<file path="src/rtl/expr_check.sv">
// ============================================================================
// Module   : expr_check
// Purpose  : Streaming syntax checker for ASCII arithmetic expressions.
//            Accepts one character per clock while in_valid is high and tracks
//            operand length, parenthesis nesting and operator placement.
//            The terminator '=' produces a one-cycle done pulse carrying the
//            verdict for the expression, then restarts the checker.
// Ports    : clk      - clock, rising edge
//            clr_n    - asynchronous active-low reset
//            in       - ASCII character, sampled when in_valid=1
//            in_valid - character strobe; 0 holds all state
//            out      - accepted characters form a complete legal expression
//            err      - sticky error flag for the current expression
//            depth    - current open-parenthesis count
//            done     - one-cycle pulse after '=' is accepted
//            done_ok  - verdict for the terminated expression (valid with done)
// Revision : 1.0 - initial release
// ============================================================================
`default_nettype none

module expr_check #(
    parameter int MAX_DIGITS = 4,   // 1..15
    parameter int MAX_DEPTH  = 3,   // 1..15
    parameter int OP_EXT     = 0    // 1 enables '-' and '/'
) (
    input  logic       clk,
    input  logic       clr_n,
    input  logic [7:0] in,
    input  logic       in_valid,
    output logic       out,
    output logic       err,
    output logic [3:0] depth,
    output logic       done,
    output logic       done_ok
);

    localparam logic [3:0] c_MAX_DIGITS = 4'(MAX_DIGITS);
    localparam logic [3:0] c_MAX_DEPTH  = 4'(MAX_DEPTH);

    typedef enum logic [2:0] {
        S_START = 3'd0,
        S_NUM   = 3'd1,
        S_OPER  = 3'd2,
        S_CLOSE = 3'd3,
        S_ERROR = 3'd4
    } state_t;

    state_t     r_state;
    logic [3:0] r_depth;
    logic [3:0] r_count;
    logic       r_err;
    logic       r_done;
    logic       r_done_ok;

    // Character classification
    logic w_digit;
    logic w_op;
    logic w_open;
    logic w_close;
    logic w_term;
    logic w_complete;

    assign w_digit = (in >= 8'h30) && (in <= 8'h39);
    assign w_op    = (in == 8'h2B) || (in == 8'h2A) ||
                     ((OP_EXT != 0) && ((in == 8'h2D) || (in == 8'h2F)));
    assign w_open  = (in == 8'h28);
    assign w_close = (in == 8'h29);
    assign w_term  = (in == 8'h3D);

    // A prefix is a complete expression when it ends on an operand or a
    // closing parenthesis with every parenthesis matched and no error seen.
    assign w_complete = ((r_state == S_NUM) || (r_state == S_CLOSE)) &&
                        (r_depth == 4'd0) && !r_err;

    always_ff @(posedge clk or negedge clr_n) begin
        if (!clr_n) begin
            r_state   <= S_START;
            r_depth   <= 4'd0;
            r_count   <= 4'd0;
            r_err     <= 1'b0;
            r_done    <= 1'b0;
            r_done_ok <= 1'b0;
        end else begin
            // done/done_ok are single-cycle pulses; a back-to-back '='
            // re-asserts them below.
            r_done    <= 1'b0;
            r_done_ok <= 1'b0;
            if (in_valid) begin
                if (w_term) begin
                    r_done    <= 1'b1;
                    r_done_ok <= w_complete;
                    r_state   <= S_START;
                    r_depth   <= 4'd0;
                    r_count   <= 4'd0;
                    r_err     <= 1'b0;
                end else begin
                    case (r_state)
                        S_START, S_OPER: begin
                            if (w_digit) begin
                                r_state <= S_NUM;
                                r_count <= 4'd1;
                            end else if (w_open && (r_depth < c_MAX_DEPTH)) begin
                                r_state <= S_OPER;
                                r_depth <= r_depth + 4'd1;
                            end else begin
                                r_state <= S_ERROR;
                                r_err   <= 1'b1;
                            end
                        end
                        S_NUM: begin
                            if (w_digit && (r_count < c_MAX_DIGITS)) begin
                                r_count <= r_count + 4'd1;
                            end else if (w_op) begin
                                r_state <= S_OPER;
                            end else if (w_close && (r_depth != 4'd0)) begin
                                r_state <= S_CLOSE;
                                r_depth <= r_depth - 4'd1;
                            end else begin
                                r_state <= S_ERROR;
                                r_err   <= 1'b1;
                            end
                        end
                        S_CLOSE: begin
                            if (w_op) begin
                                r_state <= S_OPER;
                            end else if (w_close && (r_depth != 4'd0)) begin
                                r_depth <= r_depth - 4'd1;
                            end else begin
                                r_state <= S_ERROR;
                                r_err   <= 1'b1;
                            end
                        end
                        default: begin
                            // ERROR absorbs everything until the terminator.
                            r_state <= S_ERROR;
                        end
                    endcase
                end
            end
        end
    end

    assign out     = w_complete;
    assign err     = r_err;
    assign depth   = r_depth;
    assign done    = r_done;
    assign done_ok = r_done_ok;

endmodule

`default_nettype wire
</file>
<file path="config.mk">
export PLATFORM = sky130hd
export DESIGN_NAME = expr_check
export DESIGN_NICKNAME = d
export VERILOG_FILES = /design/src/rtl/expr_check.sv
export SDC_FILE = /design/constraint.sdc
export NUM_CORES = 1
export LEC_CHECK = 0
export CAP_MARGIN = 10
export CORE_UTILIZATION = 40
export CTS_BUF_LIST = sky130_fd_sc_hd__clkbuf_16
export DETAILED_ROUTE_END_ITERATION = 8
export DONT_BUFFER_PORTS = 1
export SYNTH_ARGS = -nofsm -noshare
export SYNTH_HDL_FRONTEND = slang
export SYNTH_SLANG_ARGS = --single-unit
</file>
<file path="constraint.sdc">
create_clock -name clk -period 2.3 [get_ports clk]
set_clock_uncertainty 0.2 [all_clocks]
set_input_delay 0.69 -clock clk [delete_from_list [all_inputs] [get_ports clk]]
set_output_delay 0.69 -clock clk [all_outputs]
set_load 0.02 [all_outputs]
</file>
==> results of run 1 <==
-- layer usage --
metal	share of wire [%]	vias up	GRT usage, %
met5	0	-	0
met4	1.5	0	5.41
met3	6.9	8	5.26
met2	44	46	32.7
met1	47	449	31.3
li1	-	439	-
-- logic make-up (layout without fill, tap and decap cells) --
logic type	after synthesis	count (layout)	share of synthesized area, %
xor+xnor	1	1	0.893
simple gates	51	51	30.4
fa+ha+maj	4	4	5.87
buf+inv	8	19	3.32
flops	14	14	35.7
mux	2	2	2.17
compound gates	31	31	21.7
-- worst min-delay path, delay by kind of cell (launching register included) --
family	cells	cell delay [ns]
compound gates	2	0.15
flops	1	0.34
-- layout make-up --
type	count	area (µm²)	share of cell area (%)
clock buffers	3	75.1	6.40
clock inverters	1	3.75	0.320
inverters	4	15.0	1.28
multi-input cells	89	609	51.9
flip-flops and latches	14	350	29.9
well taps	28	35.0	2.99
repair buffers	11	85.1	7.25
-- through the flow --
stage / power [mW] / util [%] / area [µm²] / TNS [ns]
after global placement: 0.319 / 47.8 / 1080 / 0
after floorplan: 0.306 / - / 992 / -0.000136
final: 0.655 / 52.1 / 1170 / -0.00472
after detailed placement: 0.320 / 47.8 / 1080 / 0
after CTS: 0.658 / 52.1 / 1170 / -0.0609
after global routing: 0.677 / 52.1 / 1170 / -0.0348
-- layout by cell type (no fill, tap or decap), drive strengths merged, types with 3 or more instances in the layout --
cell     n
nand3    6
nor3b    4
nand2   11
nor2     8
clkbuf   3
ha       3
dfrtp   14
nor4     3
buf     10
inv      4
o21ai    5
a21oi    7
-- cells in the mapped netlist (all sizes together), types with 3 or more instances --
cell | count | area share, %
o21ai | 5 | 2.6
a21oi | 7 | 4.0
nand2 | 11 | 4.2
ha | 3 | 3.8
inv | 4 | 1.5
nor4 | 3 | 2.6
dfrtp | 14 | 36
nor2 | 8 | 3.1
nand3 | 6 | 3.1
clkbuf | 3 | 1.3
nor3b | 4 | 3.1
-- report_power, final --
| part | switching [mW] | leakage (nW) | total (mW) | internal [mW] |
|---|---|---|---|---|
| Clock | 0.0992 | 0.0385 | 0.329 | 0.230 |
| Combinational | 0.0346 | 0.324 | 0.0615 | 0.0269 |
| Sequential | 0.0103 | 0.176 | 0.264 | 0.254 |
-- worst max path at each step --
stage	slack [ns]	cells past startpoint	end	startpoint
finish	-0.005	2	out	depth[1]$_DFFE_PN0P_
global route	-0.03	2	out	depth[1]$_DFFE_PN0P_
CTS	-0.06	2	out	depth[3]$_DFFE_PN0P_
detailed placement	0.13	5	depth[0]$_DFFE_PN0P_	in[1]
global placement	0.18	5	depth[0]$_DFFE_PN0P_	in[1]
floorplan	-0.0001	10	depth[3]$_DFFE_PN0P_	r_state[0]$_DFFE_PN0P_
-- sequential cells by signal, indices dropped and copies added, names as in the netlist --
register / flops
done_ok: 1
depth: 4
r_count: 4
done: 1
err: 1
r_state: 3
-- what timing repair did --
action | 4_1_cts | 5_1_grt
setup endpoints to repair | 1 | 1
gates resized for setup | 0 | 0
pin swaps | 2 | 2
hold buffers | 1 | 0
endpoints found under the hold margin | 14 | 0
setup buffers | 1 | 0
==> metrics.txt, run 1 <==
Worst Hold End r_count[2]$_DFFE_PN0P_; worst r2r path cells 8; first-pass GRT wire length around 4200 µm; Clock Latency Late Sink around 0.24 ns; Root Buffer clkbuf_16; FP Rows 17; DR vias/cell 6.28; DRT Pass-1 Iters 4; failing checks negative setup slack; Final Max Tran Viols 0; worst hold slack 0.324 ns; Layout Nets ~140; register area share after synthesis 35.7%; initial drt markers 27; Inst Count DP 144; pre-CTS WS ~0.13 ns; RSZ-0062 raised after global routing true; post-synthesis cell area 981 µm²; wire per inst between 15 and 20 µm; critical path type register to output port; Reg clk slew, reported paths 0.05 ns; Die W 51.5 µm; DIE AREA 0.00265 mm²; Critical R2R Launch r_state[2]$_DFFE_PN0P_; relative slew slack 57.7%; Placer Congestion about 0.85; Buf/Inv on CP 0; slowest CP cell or4_4; setup ws final -0.00472 ns; Yosys cell types 47; top_reg_cell synth dfrtp_1; async set-reset flop share out of synthesis between 90% and 100%; IO Count 19; Max FO, Critical Path 2; final antenna-violating net count 0; Worst-Margin Slew 0.632 ns; DRC errors left 0; PwrDens 558 mW/mm²; Worst Setup End Kind output port; Post-Syn Area per Cell ~8.8 µm²; Initial Util 43.5%; max-cap violation count 0; initial antenna violation count 0; Max IR drop VDD 0.373 mV; Filler cells 220; setup violators final 1; Critical Path RT 1.41 ns; core area 0.00225 mm²; post-DP HPWL 1900 µm; Worst path max stage delay 0.57 ns; clk buf depth 2; hold path depth 2; largest net degree at the start of global routing 17; vias in the first global route around 900; hold_sp r_count[2]$_DFFE_PN0P_; FF+latch count, synth 14; Die Y approximately 50 µm; routed vias roughly 940; Synth Instances 111; CP arrival roughly 1.4 ns; crit path time final 2.30 ns; Post-synth EDFFs 0; P_leak 0.538 nW; Cell Count, Final, Fillers Out 150; reg2reg end depth[3]$_DFFE_PN0P_; worst path cell trace or4_4 -> nor3_4; CTS buffer count 3; fin crit share 100%; antenna cell count 0; GRT Total Usage 21.7%; final hold vios 0; post-synthesis net count 126; I/O Buffers 0; Fmax 0.434 GHz; share of cells above drive strength 1 around 16%; CP Launch Type register; CTS Sinks 14; area grow syn2layout 19.6%; Largest delay share family, worst path simple AND/OR/NAND/NOR gates; R2R Setup Slk 0.15 ns; CTS tree built; H-tree levels 1; total gr overflow 0; Routed WL 2520 µm; HP Class register to register; Synth warnings 0; outcome finished with violations
Power figures use the tool's default switching activity.
==> run 2: changes to the inputs <==
--- a/config.mk
+++ b/config.mk
@@ -6,6 +6,7 @@
 export NUM_CORES = 1
 export LEC_CHECK = 0
 export CAP_MARGIN = 10
+export CORE_MARGIN = 10
 export CORE_UTILIZATION = 40
 export CTS_BUF_LIST = sky130_fd_sc_hd__clkbuf_16
 export DETAILED_ROUTE_END_ITERATION = 8
==> run 2 against run 1 <==
  * The run still ends with negative setup slack left
  * Cell area is 1.3% lower
  * First-iteration DRC count down 3.7%
  * Fmax decreased by 2.3%
  * Clock power barely moved
  * Wire length up 1.4%
  * Die area grew 82%
  * Highest routed layer unchanged
==> metrics.txt, run 2 (synthesis results as in run 1) <==
outcome finished with violations; failing checks negative setup slack; CTS buffer count 3; Filler cells 205; share of cells above drive strength 1 15.8%; setup ws final -0.0600 ns; DR vias/cell 5.97; vias in the first global route 897; critical path type register to output port; Inst Count DP 143; clk buf depth 2; IO Count 19; FP Rows 17; Cell Area, Placed about 0.0011 mm²; Initial Util 43.1%; GRT Total Usage ~11%; most common cell after layout, fill and taps aside dfrtp_1; CP Launch Type register; DRC errors left 0; initial antenna violation count 0; final hold vios 0; Placer Congestion 0.835; Die W 69.5 µm; CTS Sinks 14; H-tree levels 1; Routed WL 2560 µm; HP Class input pin to register; largest net degree at the start of global routing 17; P_leak 0.528 nW; antenna cell count 0; DRT Pass-1 Iters 4; CTS tree built; Fmax 0.424 GHz; Final Max Tran Viols 0; PwrDens 561 mW/mm²; Worst-Margin Slew between 0.6 and 0.7 ns; Layout Nets 136; Critical Path RT 1.41 ns; Cell Count, Final, Fillers Out around 150; pre-CTS WS 0.122 ns; fin crit share 103%; relative slew slack between 50% and 60%; area grow syn2layout 18.1%; post-DP HPWL 2010 µm; Max IR drop VDD roughly 0.38 mV; initial drt markers 26; cell area after layout approximately 0.0012 mm²; final antenna-violating net count 0; commonest non-fill, non-tap cells in the layout dfrtp_1 (14), nand2_1 (11), nor2_1 (8), buf_4 (8); Worst Setup End Kind output port; CP arrival about 1.5 ns; total gr overflow 0; Reg clk slew, reported paths 0.05 ns; DIE AREA 0.00483 mm²; wire per inst about 17 µm; routed vias 883; Clock Latency Late Sink 0.24 ns; RSZ-0062 raised after global routing true; setup violators final 1; Finished Core Util 50.9%; crit path time final 2.36 ns; Max FO, Critical Path 4; max-cap violation count 0; post-CTS setup buffers 0; first-pass GRT wire length 4420 µm; I/O Buffers 0; Die Y 69.5 µm; Root Buffer clkbuf_16; core area 0.00228 mm²
-- run 2: changes by cell type in the layout (fill, tap and decap cells not counted) --
cell   previous run  this run
buf_4            10         8
inv_1             4         3
inv_2             0         1
-- run 2: worst paths after layout --
| path | from | end | slack, ns | depth (start not counted) |
|---|---|---|---|---|
| worst max-delay path | depth[1]$_DFFE_PN0P_ | out | -0.06 | 2 |
| worst min register to register | r_count[1]$_DFFE_PN0P_ | r_count[1]$_DFFE_PN0P_ | 0.35 | 2 |
| max in group asynchronous | clr_n | r_count[2]$_DFFE_PN0P_ | 0.78 | 1 |
| worst max register to register | depth[1]$_DFFE_PN0P_ | depth[0]$_DFFE_PN0P_ | 0.16 | 6 |
| worst min-delay path | in_valid | r_count[2]$_DFFE_PN0P_ | 0.34 | 1 |
| min in group asynchronous | clr_n | depth[1]$_DFFE_PN0P_ | 0.71 | 1 |
-- run 2: power breakdown --
group / internal [mW] / switching, mW / leakage (nW)
sequential: 0.254 / 0.0110 / 0.176
clock: 0.230 / 0.0994 / 0.0385
combinational: 0.0240 / 0.0321 / 0.313
-- run 2: routing by layer --
| layer | GRT usage [%] | vias to the layer above | part of all wire [%] |
|---|---|---|---|
| met3 | 4.42 | 4 | 9.4 |
| met1 | 13.1 | 413 | 45 |
| met4 | 8.20 | 0 | 2.7 |
| li1 | - | 435 | - |
| met2 | 15.5 | 31 | 43 |
| met5 | 0 | - | 0 |
-- run 2: per-stage QoR --
step / hold WS [ns] / setup TNS (ns) / total power [mW]
3_3_place_gp: 0.195 / 0 / 0.317
3_5_place_dp: 0.195 / 0 / 0.319
6_report: 0.336 / -0.0600 / 0.650
2_1_floorplan: 0.194 / -0.000136 / 0.306
5_1_grt: 0.344 / -0.0852 / 0.679
4_1_cts: 0.334 / -0.0655 / 0.656
-- run 2: critical path, cell delays in order, from the launching register on --
cell and delay (ns):
dfrtp_1 0.39, or4_4 0.58, nor3_4 0.25
-- run 2: what timing repair did --
item / in CTS / in global routing
resized for setup: 0 / 1
hold endpoints to repair: 14 / 0
pin swaps: 0 / 0
setup endpoints to repair: 1 / 2
hold buffers: 1 / 0
-- run 2: layout make-up --
| type | instances | area [µm²] | share of cell area, % |
|---|---|---|---|
| Clock buffer | 3 | 75.1 | 6.48 |
| Clock inverter | 1 | 3.75 | 0.324 |
| Inverter | 4 | 15.0 | 1.30 |
| Multi-Input combinational cell | 89 | 609 | 52.6 |
| Sequential cell | 14 | 350 | 30.2 |
| Tap cell | 28 | 35.0 | 3.02 |
| Timing Repair Buffer | 9 | 70.1 | 6.05 |
==> run 3: changes to the inputs <==
--- a/config.mk
+++ b/config.mk
@@ -10,7 +10,7 @@
 export CORE_UTILIZATION = 40
 export CTS_BUF_LIST = sky130_fd_sc_hd__clkbuf_16
 export DETAILED_ROUTE_END_ITERATION = 8
-export DONT_BUFFER_PORTS = 1
+export PLACE_DENSITY = 0.67
 export SYNTH_ARGS = -nofsm -noshare
 export SYNTH_HDL_FRONTEND = slang
 export SYNTH_SLANG_ARGS = --single-unit
==> run 3 against run 2 <==
  * The flow still finishes with violations (negative setup slack)
  * Largest power group unchanged
  * Setup slack gained 0.036 ns
  * Sequential power shrank 2%
  * Die area is the same
  * Count of clock-buffer cells in the layout is the same
  * Critical endpoint unchanged
  * First-iteration DRC count grew 15%
==> metrics.txt, run 3 (synthesis results as in run 1) <==
CP Launch Type register; HP Class register to register; worst r2r path cells 9; met1 Usage GRT 14.2%; pre-CTS WS -0.295 ns; P_leak 0.726 nW; Critical Path RT about 1.4 ns; Fmax 0.430 GHz; outcome finished with violations; clk buf depth 2; Finished Core Util between 60% and 70%; Routed WL 2790 µm; core area between 0.002 and 0.0025 mm²; Filler cells 173; post-DP HPWL 2120 µm; share of cells above drive strength 1 34.2%; met3 Track Usage GR 1.43%; R2R Setup Slk approximately 0.1 ns; met2 Track Usage GR 16.7%; Die Y between 60 and 70 µm; CTS buffer count 3; commonest non-fill, non-tap cells in the layout buf_4 (26), clkdlybuf4s50_1 (15), dfrtp_1 (14); Initial Util 43.1%; post-CTS setup buffers 0; vias in the first global route 1028; Worst setup endpoint out; Clock Latency Late Sink 0.24 ns; crit path time final roughly 2.3 ns; Most Crowded Layer GR met2; first-pass GRT wire length 4580 µm; Multi-input gate area 688 µm²; DRT Pass-1 Iters 4; failing checks negative setup slack; DIE AREA 0.00483 mm²; Sequential Area 350 µm²; fin crit share 101%; CP arrival 1.43 ns; initial drt markers 30; reg2reg end depth[3]$_DFFE_PN0P_; initial antenna violation count 0; largest net degree at the start of global routing 15; Die W 69.5 µm; area grow syn2layout 57.9%; hold path depth 1; antenna cell count 0; final antenna-violating net count 0; Root Buffer clkbuf_16; critical path type register to output port; Max FO, Critical Path 2; Layout Nets 171; setup ws final -0.0236 ns; most common cell after layout, fill and taps aside buf_4; IO Count 19; Placer Congestion 0.910; DRC errors left 0; PwrDens 457 mW/mm²; CTS Sinks 14; I/O Buffers 18; Worst Setup End Kind output port; routed vias 1053; wire per inst 15.2 µm; max-cap violation count 0; GRT Total Usage 11.0%; Worst-Margin Slew approximately 0.50 ns; final hold vios 0; Critical R2R Launch r_state[2]$_DFFE_PN0P_; Max IR drop VDD between 0.3 and 0.4 mV; Reg clk slew, reported paths roughly 0.050 ns; total gr overflow 0; RSZ-0062 raised after global routing true; DR vias/cell 5.75; relative slew slack about two thirds; H-tree levels 1; critical path startpoint depth[1]$_DFFE_PN0P_; setup violators final 1; Final Max Tran Viols 0; CTS tree built; # hold bufs at CTS 0; FP Rows 17
## run 3: power breakdown
part | switching [mW] | internal (mW)
clock | 0.102 | 0.230
sequential | 0.00711 | 0.254
combinational | 0.0555 | 0.0595
total | 0.165 | 0.544
## run 3: timing repair
item,4_1_cts,5_1_grt
gates cloned,0,0
endpoints found under the hold margin,0,0
endpoints found under the setup margin,5,12
resized for setup,8,18
pin swaps,1,4
## run 3: cell type report
class	count	share of cell area, %
clock buffer	3	4.85
clock inverter	1	0.242
inverter	4	0.969
multi-input combinational	89	44.4
sequential	14	22.6
tap	28	2.26
timing repair buffer	44	24.6
## run 3: routing by layer
metal / part of all wire [%] / vias to the layer above
met5: 0 / -
met1: 48 / 510
met2: 45 / 34
met3: 4.3 / 5
met4: 2.3 / 0
li1: - / 504
## run 3: worst min path at each step
stage | startpoint | to | slack [ns]
6_report | r_count[3]$_DFFE_PN0P_ | r_count[3]$_DFFE_PN0P_ | 0.34
5_1_grt | err$_DFFE_PN0P_ | done_ok$_DFF_PN0_ | 0.35
4_1_cts | r_count[2]$_DFFE_PN0P_ | r_count[2]$_DFFE_PN0P_ | 0.34
3_5_place_dp | r_count[2]$_DFFE_PN0P_ | r_count[2]$_DFFE_PN0P_ | 0.33
3_3_place_gp | r_count[2]$_DFFE_PN0P_ | r_count[2]$_DFFE_PN0P_ | 0.31
2_1_floorplan | clr_n | depth[0]$_DFFE_PN0P_ | 0.19
## run 3: critical path, cell delays in order (launching register included)
cell	delay, ns
dfrtp_1	0.37
or4_4	0.55
nor3_4	0.13
buf_6	0.14
## run 3: through the flow
step                setup TNS (ns)  power (mW)  hold slack [ns]  std cells  area [µm²]
finish                     -0.0236       0.708            0.344        183        1550
global route               -0.0842       0.740            0.353        183        1550
CTS                        -0.0306       0.705            0.341        183        1480
detailed placement           -2.52       0.371            0.329        179        1390
global placement             -2.33       0.369            0.315        179        1390
floorplan                -0.000136       0.306            0.194        111         992
